==> src/rtl/led_animator.sv <==
// ============================================================================
// Module      : led_animator
// Description : Goal/win LED animation sequencer with one-deep pending queue.
// Revision    : 1.0 - initial release
// ============================================================================
`default_nettype none

module led_animator #(
  parameter int LED_WIDTH = 8,
  parameter int REPEATS   = 3,
  parameter int STEP_DIV  = 1
) (
  input  logic                 BALL_CLOCK,
  input  logic                 RESET,
  input  logic                 goal_player_1,
  input  logic                 goal_player_2,
  input  logic                 win_player_1,
  input  logic                 win_player_2,
  output logic [LED_WIDTH-1:0] led,
  output logic                 busy,
  output logic [2:0]           mode
);

  localparam int c_frame_w = $clog2(LED_WIDTH + 1);
  localparam int c_div_w   = (STEP_DIV > 1) ? $clog2(STEP_DIV) : 1;
  localparam int c_half    = LED_WIDTH / 2;

  localparam logic [2:0] c_mode_idle  = 3'd0;
  localparam logic [2:0] c_mode_goal1 = 3'd1;
  localparam logic [2:0] c_mode_goal2 = 3'd2;
  localparam logic [2:0] c_mode_win1  = 3'd3;
  localparam logic [2:0] c_mode_win2  = 3'd4;

  localparam logic [c_frame_w-1:0] c_goal_last = c_frame_w'(LED_WIDTH);
  localparam logic [c_frame_w-1:0] c_win_last  = c_frame_w'(LED_WIDTH - 1);
  localparam logic [c_frame_w-1:0] c_frame_one = c_frame_w'(1);
  localparam logic [c_div_w-1:0]   c_div_last  = c_div_w'(STEP_DIV - 1);
  localparam logic [c_div_w-1:0]   c_div_one   = c_div_w'(1);
  localparam logic [3:0]           c_repeats   = 4'(REPEATS);

  typedef enum logic [0:0] {
    ST_IDLE = 1'b0,
    ST_RUN  = 1'b1
  } state_t;

  state_t                 r_state, w_state_nxt;
  logic [2:0]             r_mode, w_mode_nxt;
  logic [c_frame_w-1:0]   r_frame, w_frame_nxt;
  logic [3:0]             r_reps, w_reps_nxt;
  logic [c_div_w-1:0]     r_div, w_div_nxt;
  logic                   r_pend_valid, w_pend_valid_nxt;
  logic [2:0]             r_pend_mode, w_pend_mode_nxt;
  logic [LED_WIDTH-1:0]   r_led;

  logic                   w_win, w_goal, w_any;
  logic [2:0]             w_win_mode, w_goal_mode, w_evt_mode;
  logic                   w_in_goal, w_tick;
  logic [c_frame_w-1:0]   w_last_frame;

  function automatic logic [LED_WIDTH-1:0] frame_pattern(
    input logic [2:0]           m,
    input logic [c_frame_w-1:0] f
  );
    logic [LED_WIDTH-1:0] p;
    int                   k;
    p = '0;
    k = int'(f);
    for (int i = 0; i < LED_WIDTH; i++) begin
      case (m)
        c_mode_goal1: p[i] = (k >= 1) && (i == LED_WIDTH - k);
        c_mode_goal2: p[i] = (k >= 1) && (i == k - 1);
        c_mode_win1, c_mode_win2: begin
          if (k >= 1 && k <= c_half)
            p[i] = (i == LED_WIDTH - k) || (i == k - 1);
          else if (k > c_half)
            // Second half fills a bar outward from the centre towards the winner's side.
            p[i] = (m == c_mode_win1) ? (i >= c_half - 1 && i <= k)
                                      : (i >= LED_WIDTH - 1 - k && i <= c_half);
          else
            p[i] = 1'b0;
        end
        default: p[i] = 1'b0;
      endcase
    end
    return p;
  endfunction

  assign w_win        = win_player_1 | win_player_2;
  assign w_goal       = goal_player_1 | goal_player_2;
  assign w_any        = w_win | w_goal;
  assign w_win_mode   = win_player_1 ? c_mode_win1 : c_mode_win2;
  assign w_goal_mode  = goal_player_1 ? c_mode_goal1 : c_mode_goal2;
  assign w_evt_mode   = w_win ? w_win_mode : w_goal_mode;
  assign w_in_goal    = (r_mode == c_mode_goal1) || (r_mode == c_mode_goal2);
  assign w_tick       = (r_div == c_div_last);
  assign w_last_frame = w_in_goal ? c_goal_last : c_win_last;

  always_comb begin
    w_state_nxt      = r_state;
    w_mode_nxt       = r_mode;
    w_frame_nxt      = r_frame;
    w_reps_nxt       = r_reps;
    w_div_nxt        = r_div;
    w_pend_valid_nxt = r_pend_valid;
    w_pend_mode_nxt  = r_pend_mode;

    case (r_state)
      ST_IDLE: begin
        if (w_any) begin
          w_state_nxt      = ST_RUN;
          w_mode_nxt       = w_evt_mode;
          w_frame_nxt      = '0;
          w_reps_nxt       = c_repeats;
          w_div_nxt        = '0;
          w_pend_valid_nxt = 1'b0;
        end
      end
      ST_RUN: begin
        if (w_win && w_in_goal) begin
          w_mode_nxt       = w_win_mode;
          w_frame_nxt      = '0;
          w_reps_nxt       = c_repeats;
          w_div_nxt        = '0;
          w_pend_valid_nxt = 1'b0;
        end else begin
          if (w_goal && !w_win) begin
            w_pend_valid_nxt = 1'b1;
            w_pend_mode_nxt  = w_goal_mode;
          end
          if (w_tick) begin
            w_div_nxt = '0;
            if (r_frame == w_last_frame) begin
              w_frame_nxt = '0;
              w_reps_nxt  = r_reps - 4'd1;
              if (r_reps == 4'd1) begin
                // A goal arriving on this very cycle is already folded into pending.
                if (w_pend_valid_nxt) begin
                  w_mode_nxt       = w_pend_mode_nxt;
                  w_reps_nxt       = c_repeats;
                  w_pend_valid_nxt = 1'b0;
                end else begin
                  w_state_nxt      = ST_IDLE;
                  w_mode_nxt       = c_mode_idle;
                  w_reps_nxt       = '0;
                end
              end
            end else begin
              w_frame_nxt = r_frame + c_frame_one;
            end
          end else begin
            w_div_nxt = r_div + c_div_one;
          end
        end
      end
      default: w_state_nxt = ST_IDLE;
    endcase
  end

  always_ff @(posedge BALL_CLOCK) begin
    if (RESET) begin
      r_state      <= ST_IDLE;
      r_mode       <= c_mode_idle;
      r_frame      <= '0;
      r_reps       <= '0;
      r_div        <= '0;
      r_pend_valid <= 1'b0;
      r_pend_mode  <= c_mode_idle;
      r_led        <= '0;
    end else begin
      r_state      <= w_state_nxt;
      r_mode       <= w_mode_nxt;
      r_frame      <= w_frame_nxt;
      r_reps       <= w_reps_nxt;
      r_div        <= w_div_nxt;
      r_pend_valid <= w_pend_valid_nxt;
      r_pend_mode  <= w_pend_mode_nxt;
      r_led        <= frame_pattern(w_mode_nxt, w_frame_nxt);
    end
  end

  assign led  = r_led;
  assign busy = (r_state == ST_RUN);
  assign mode = r_mode;

endmodule

`default_nettype wire

==> config.mk <==
export PLATFORM = sky130hd
export DESIGN_NAME = led_animator
export DESIGN_NICKNAME = d
export VERILOG_FILES = /design/src/rtl/led_animator.sv
export SDC_FILE = /design/constraint.sdc
export NUM_CORES = 1
export LEC_CHECK = 0
export ABC_AREA = 1
export CAP_MARGIN = 20
export CELL_PAD_IN_SITES_DETAIL_PLACEMENT = 2
export CELL_PAD_IN_SITES_GLOBAL_PLACEMENT = 2
export CORE_MARGIN = 2
export CORE_UTILIZATION = 28
export CTS_CLUSTER_DIAMETER = 50
export CTS_CLUSTER_SIZE = 12
export DETAILED_ROUTE_END_ITERATION = 16
export PLACE_DENSITY_LB_ADDON = 0.12
export SLEW_MARGIN = 10
export SYNTH_ARGS = -nofsm -noshare
export SYNTH_HDL_FRONTEND = slang
export SYNTH_SLANG_ARGS = --single-unit
==> constraint.sdc <==
create_clock -name BALL_CLOCK -period 1.9 [get_ports BALL_CLOCK]
set_input_delay 0.38 -clock BALL_CLOCK [delete_from_list [all_inputs] [get_ports BALL_CLOCK]]
set_output_delay 0.38 -clock BALL_CLOCK [all_outputs]
set_load 0.02 [all_outputs]
# --- Yosys cells after proc, flatten, opt, wreduce, memory -nomap -nowiden ---
# Index checks and enable logic that the tools add are counted.
totals:
  word_cells: 166
  register_bits: 25
  in_bits: 6
  out_inout_bits: 12
op_classes:
  n_reduce_logical: 34
  magnitude_cmp: 13
  n_bitwise: 5
  n_addsub: 6
  n_eq_ne: 25
  n_mux: 75
op_table:
  columns: ["op", "n"]
  rows:
  - ["$ge 3x32->1 const A", 2]
  - ["$logic_not 32->1", 2]
  - ["$eq 4x5->1 const A", 8]
  - ["$mux 1", 40]
  - ["$mux 4", 10]
  - ["$ge 1x32->1 const A", 1]
  - ["$ge 2x32->1 const A", 1]
  - ["$ge 4x32->1 const A", 1]
  - ["$mux 3", 9]
  - ["$pmux 1 s3", 8]
  - ["$eq 3x5->1 const A", 4]
  - ["$logic_and 1x1->1", 19]
  - ["$le 3x4->1 const A", 4]
  - ["$pmux 4 s2", 2]
  - ["$eq 2x5->1 const A", 2]
  - ["$eq 3x2->1 const B", 3]
  - ["$logic_or 1x1->1", 9]
  - ["$eq 3x1->1 const B", 2]
  - ["$pmux 1 s2", 3]
  - ["$pmux 3 s2", 1]
  - ["$sub 3x4->5 const A", 1]
  - ["$sub 4x1->5 const B", 1]
  - ["$sub 4x4->5 const A", 1]
  - ["$add 4x1->4 const B", 1]
  - ["other kinds (19)", 23]

# --- Longest topological paths before layout ---
logic_depth:
  depth_word: 17
  depth_mapped: 18
  mapped_depth_nobuf: 18

# --- Worst setup path after synthesis ---
# OpenSTA, ideal clock, no wires.
synth_timing:
  path_kind: "register to register"
  from: "reg r_mode[0] (netlist: mode[0])"
  to: "reg r_led[2] (netlist: led[2])"
  stages_incl_launch_ff: 14
  setup_time_ns: 0.109
  synth_period_minus_slack_ns: 1.958
  n_path_buf: 0
  arrival_time_ns: 1.850
  required_ns: 1.791
  setup_slack_ns: -0.058
  path_cell_list: "dfxtp_1 -> nor2_1 -> nor2_4 -> nand2_2 -> nand2_4 -> nand3_1 -> a21oi_2 -> nor2_8 -> nand3_4 -> nand2_2 -> nor2_2 -> nor2_4 -> nand2_1 -> inv_1"
synth_via:
  elab_chain_len: 14
  elab_cells_between_ends: 38
  cone_classes: "add/sub (3); order compare (4); eq/ne (9); mux (15); reduce/logical (7)"
synth_rtl:
  columns: ["item", "line_no", "rtl"]
  rows:
  - ["start: declaration", "47", "logic [2:0] r_mode, w_mode_nxt;"]
  - ["start signal: assignment", "162", "r_mode <= c_mode_idle;"]
  - ["start signal: assignment", "171", "r_mode <= w_mode_nxt;"]
  - ["$eq 3x1->1 or $eq 3x2->1 (tied branches)", "94", "assign w_in_goal = (r_mode == c_mode_goal1) || (r_mode == c_mode_goal2);"]
  - ["$logic_or 1x1->1", "94", null]
  - ["$mux 4", "96", "assign w_last_frame = w_in_goal ? c_goal_last : c_win_last;"]
  - ["$eq 4x4->1", "132", "if (r_frame == w_last_frame) begin"]
  - ["$mux 4", "132", null]
  - ["$mux 4", "130", "if (w_tick) begin"]
  - ["$mux 4", "119", "if (w_win && w_in_goal) begin"]
  - ["$pmux 4 s2", "107", "case (r_state)"]
  - ["$sub 3x4->5", null, null]
  - ["$ge 3x32->1", "78", ": (i >= LED_WIDTH - 1 - k && i <= c_half);"]
  - ["$mux 1", "77", "p[i] = (m == c_mode_win1) ? (i >= c_half - 1 && i <= k)"]
  - ["$mux 1", "75", "else if (k > c_half)"]
  - ["$mux 1", "73", "if (k >= 1 && k <= c_half)"]
  - ["$pmux 1 s3 *", "69", "case (m)"]
  - ["end signal: assignment", "177", "r_led <= frame_pattern(w_mode_nxt, w_frame_nxt);"]
  - ["end: declaration", "53", "logic [LED_WIDTH-1:0] r_led;"]
# Mark *: on every way between the ends. The rest lies on a longest branch, timed or not.
# A chain may end at the register's enable or synchronous reset.

# --- Worst setup path after layout ---
layout_timing:
  from: "reg r_mode[1] (netlist: mode[1])"
  to: "reg r_led[5] (netlist: led[5])"
layout_via:
  elab_chain_len: 13
  elab_cells_between_ends: 37
  cone_classes: "add/sub (2); order compare (4); eq/ne (9); mux (15); reduce/logical (7)"
layout_rtl:
  columns: ["item", "line_no"]
  rows:
  - ["$eq 3x1->1 or $eq 3x2->1 (tied branches)", "94"]
  - ["$logic_or 1x1->1", "94"]
  - ["$mux 4", "96"]
  - ["$eq 4x4->1", "132"]
  - ["$mux 4 or $mux 3 (tied branches)", "132"]
  - ["$mux 4 or $mux 3 (tied branches)", "130"]
  - ["$mux 4 or $mux 3 (tied branches)", "119"]
  - ["$pmux 4 s2 or $pmux 3 s2 (tied branches)", "107"]
  - ["$sub 4x4->5, or another cell as far along", "70, 74"]
  - ["$eq 4x5->1, or another cell as far along", "70, 74"]
  - ["$logic_or 1x1->1 or $mux 1 (tied branches)", "74, 75"]
  - ["$mux 1", "73"]
  - ["$pmux 1 s3 *", "69"]
# Marked as above.

==> results.sh <==
export IMPL_grt_first_pass_wirelength_microns=13120
export IMPL_hold_viol_final=0
export IMPL_fin_crit_ns=2.245
export IMPL_maxSlewHeadroom_pct=76.89
export IMPL_crit_required_ns=2.14
export IMPL_n_fill_cell=726
export IMPL_grt_ovfl_total=0
export IMPL_rrSetupSlack_ns=-0.35
export IMPL_cp_max_fo=6
export IMPL_drtAntennaViolNets=0
export IMPL_slew_violations=0
export IMPL_leakagePower_nw=1.456
export IMPL_ios=18
export IMPL_max_freq_mhz=445.4
export IMPL_max_cap_violations=0
export IMPL_fin_nets=386
export IMPL_die_w_microns=83.66
export IMPL_rows=29
export IMPL_cts_num_sinks=24
export IMPL_drc_errors=0
export IMPL_place_ws_ns=-0.8059
export IMPL_critPathLaunchType="flop"
export IMPL_grt_max_degree=14
export IMPL_tritoncts="yes"
export IMPL_total_power_mw=2.069
export IMPL_die_area_sq_um=6998
export IMPL_clkLatencyLatePin_ns=0.29
export IMPL_ys_types=30
export IMPL_io_buffers=17
export IMPL_hold_depth=2
export IMPL_max_vdd_ir_drop_mv=0.3617
export IMPL_crit_chain="inv_1, nand2_1, nand3_1, nand2_2, nand2_8, nor2_8, nand2_1, nand2_2, nor2_4, o21ai_1, nand3_1, nand2_1, nand2_1, nand2_2, nand2_1, inv_1"
export IMPL_hold_ws_ns=0.5121
export IMPL_setup_viol=11
export IMPL_fin_ws_ns=-0.3454
export IMPL_p_per_area_nw_per_um2=680.5
export IMPL_die_h_microns=83.66
export IMPL_cts_root_buf="clkbuf_8"
export IMPL_fin_crit_sh_pct=118.2
export IMPL_synth_nets=290
export IMPL_worst_slew_pin_slew_ns=0.3455
export IMPL_diodes=0
export IMPL_end_kind="flop"
export IMPL_path_class="flop to flop"
export IMPL_areaGrowthSynthToFinish_pct=71.13
export IMPL_slowest_stage="dfxtp_4"
export IMPL_syn_inst=281
export IMPL_dr_pass1_iters=4
export IMPL_rsz0062_at_grt="yes"
export IMPL_avgSynthCellArea_sq_um=6.323
export IMPL_htreeDepth=1
export IMPL_dpl_instance_area_sq_um=2475
export IMPL_final_util_pct=48.72
export IMPL_clk_path_buf_depth=2
export IMPL_hold_path_class="flop to flop"
export IMPL_holdBufCountCts=0
export IMPL_fin_skew_ns=0.004970
export IMPL_violations="negative setup slack"
export IMPL_viasPerCell=5.011
export IMPL_hpwl_microns=5046
export IMPL_grt_pass1_vias=2498
export IMPL_syn_area_sq_um=1777
export IMPL_antenna_found_initial=0
export IMPL_yosysSeqAreaShare_pct=27.04
export IMPL_r2r_cells=16
export IMPL_drt_total_wl_microns=9767
export IMPL_ys_warn_count=0
export IMPL_max_stage_delay_ns=0.40
export IMPL_cts_buffers=3
export IMPL_core_sq_um=6241
export IMPL_routed_via_count=2270
export IMPL_grt_use_total_pct=23.70
export IMPL_design_area_sq_um=3040
export IMPL_clkTransAtPathRegs_ns=0.10
export IMPL_initial_core_util_pct=28.47
export IMPL_drt_iter0_drc=87
export IMPL_outcome="finished, violations left"
export IMPL_synth_seq_cells=24
export IMPL_arrival_ns=2.49
export IMPL_gp_congestion=0.7756
export IMPL_crit_top_cell="nand2_1"
export IMPL_post_drt_wl_per_cell_microns=21.56
export IMPL_layout_drive_gt1_share_pct=49.20
-- metrics by stage --
step	TNS (ns)	cells
2_1_floorplan	0	281
3_3_place_gp	-7.492	430
3_5_place_dp	-9.273	430
4_1_cts	-1.433	445
5_1_grt	-5.149	453
6_report	-3.252	453
-- layout make-up --
type	instances	area [sq um]	area share, %
Clock buffer	4	55.05	1.811
Multi-Input combinational cell	219	1499	49.30
Timing Repair Buffer	92	753.2	24.77
Sequential cell	24	493.0	16.21
Inverter	37	143.9	4.733
Tap cell	77	96.34	3.169
-- placed cells by master (no fill, tap or decap), types with 3 or more instances in the layout --
cell / synthesis / layout
nor2_4: 4 / 10
dlygate4sd2_1: 0 / 3
a21oi_1: 9 / 7
buf_4: 0 / 71
clkdlybuf4s50_1: 0 / 13
nand3_4: 1 / 7
buf_6: 0 / 3
nor2_2: 4 / 6
nor3_1: 3 / 3
dfxtp_2: 0 / 4
clkbuf_8: 0 / 4
nand2_2: 8 / 28
nand2_4: 5 / 9
inv_1: 24 / 21
nand2_8: 0 / 4
nor2_1: 26 / 18
o21bai_1: 3 / 3
nand2_1: 102 / 74
nand3_2: 5 / 6
o21ai_0: 6 / 5
a21oi_4: 0 / 3
inv_2: 13 / 15
dfxtp_1: 24 / 18
nand3_1: 21 / 14
-- power by group --
group | internal (mW) | total (mW) | switching (mW)
Sequential | 0.543 | 0.576 | 0.0335
Clock | 0.187 | 0.397 | 0.211
Combinational | 0.453 | 1.10 | 0.642
-- per-layer routing --
metal	global-route usage, %	up-vias	share of wire, %
met4	4.985	0	2.5
met2	45.24	42	53
met3	2.275	21	2.7
met1	28.50	1133	42
met5	0	-	0
li1	-	1074	-
-- repair_timing --
item                       in CTS  in global routing
pin swaps                      27                 23
resized for setup              54                 45
buffers inserted               11                  8
setup endpoints to repair      14                 13
-- Yosys cell counts (all sizes together) --
cell type | instances | area (sq um)
a211oi | 1 | 7.510
a21boi | 1 | 7.510
a21oi | 12 | 71.32
a31oi | 2 | 12.51
a32oi | 1 | 8.760
clkbuf | 1 | 3.750
dfxtp | 24 | 480.5
ha | 3 | 37.54
inv | 37 | 138.9
nand2 | 115 | 489.2
nand3 | 27 | 172.7
nor2 | 36 | 207.7
nor3 | 3 | 15.01
nor4 | 1 | 6.260
o211ai | 2 | 15.01
o21a | 1 | 7.510
o21ai | 8 | 47.55
o21bai | 3 | 22.52
o31ai | 1 | 7.510
xor2 | 2 | 17.52
-- registers in the layout, indices dropped and copies added (netlist names) --
signal	cells
led	8
r_pend_valid	1
r_frame	4
busy	1
r_reps	4
mode	3
r_pend_mode	3
-- worst max-delay path, delay by kind of cell, from the launching register on --
family / cells / cell delay [ns]
and+or+nand+nor: 13 / 1.41
DFF: 1 / 0.40
AOI/OAI and AO/OA: 1 / 0.26
buffers and inverters: 2 / 0.11
-- final timing paths --
kind,startpoint,endpoint
hold / removal,r_pend_mode[1],r_pend_mode[1]
setup reg to reg,mode[1],led[5]
hold reg to reg,r_pend_mode[1],r_pend_mode[1]
setup / recovery,mode[1],led[5]
-- cell families after synthesis --
| logic type | after synthesis | synth area share [%] |
|---|---|---|
| AND/OR/NAND/NOR | 182 | 50.14 |
| buffers and inverters | 38 | 8.028 |
| AO/OA/AOI/OAI | 32 | 11.69 |
| flip-flops | 24 | 27.04 |
| adder cells (fa/ha/maj) | 3 | 2.113 |
| XOR/XNOR | 2 | 0.9861 |
Note: power is estimated with default switching activity, not from simulation.
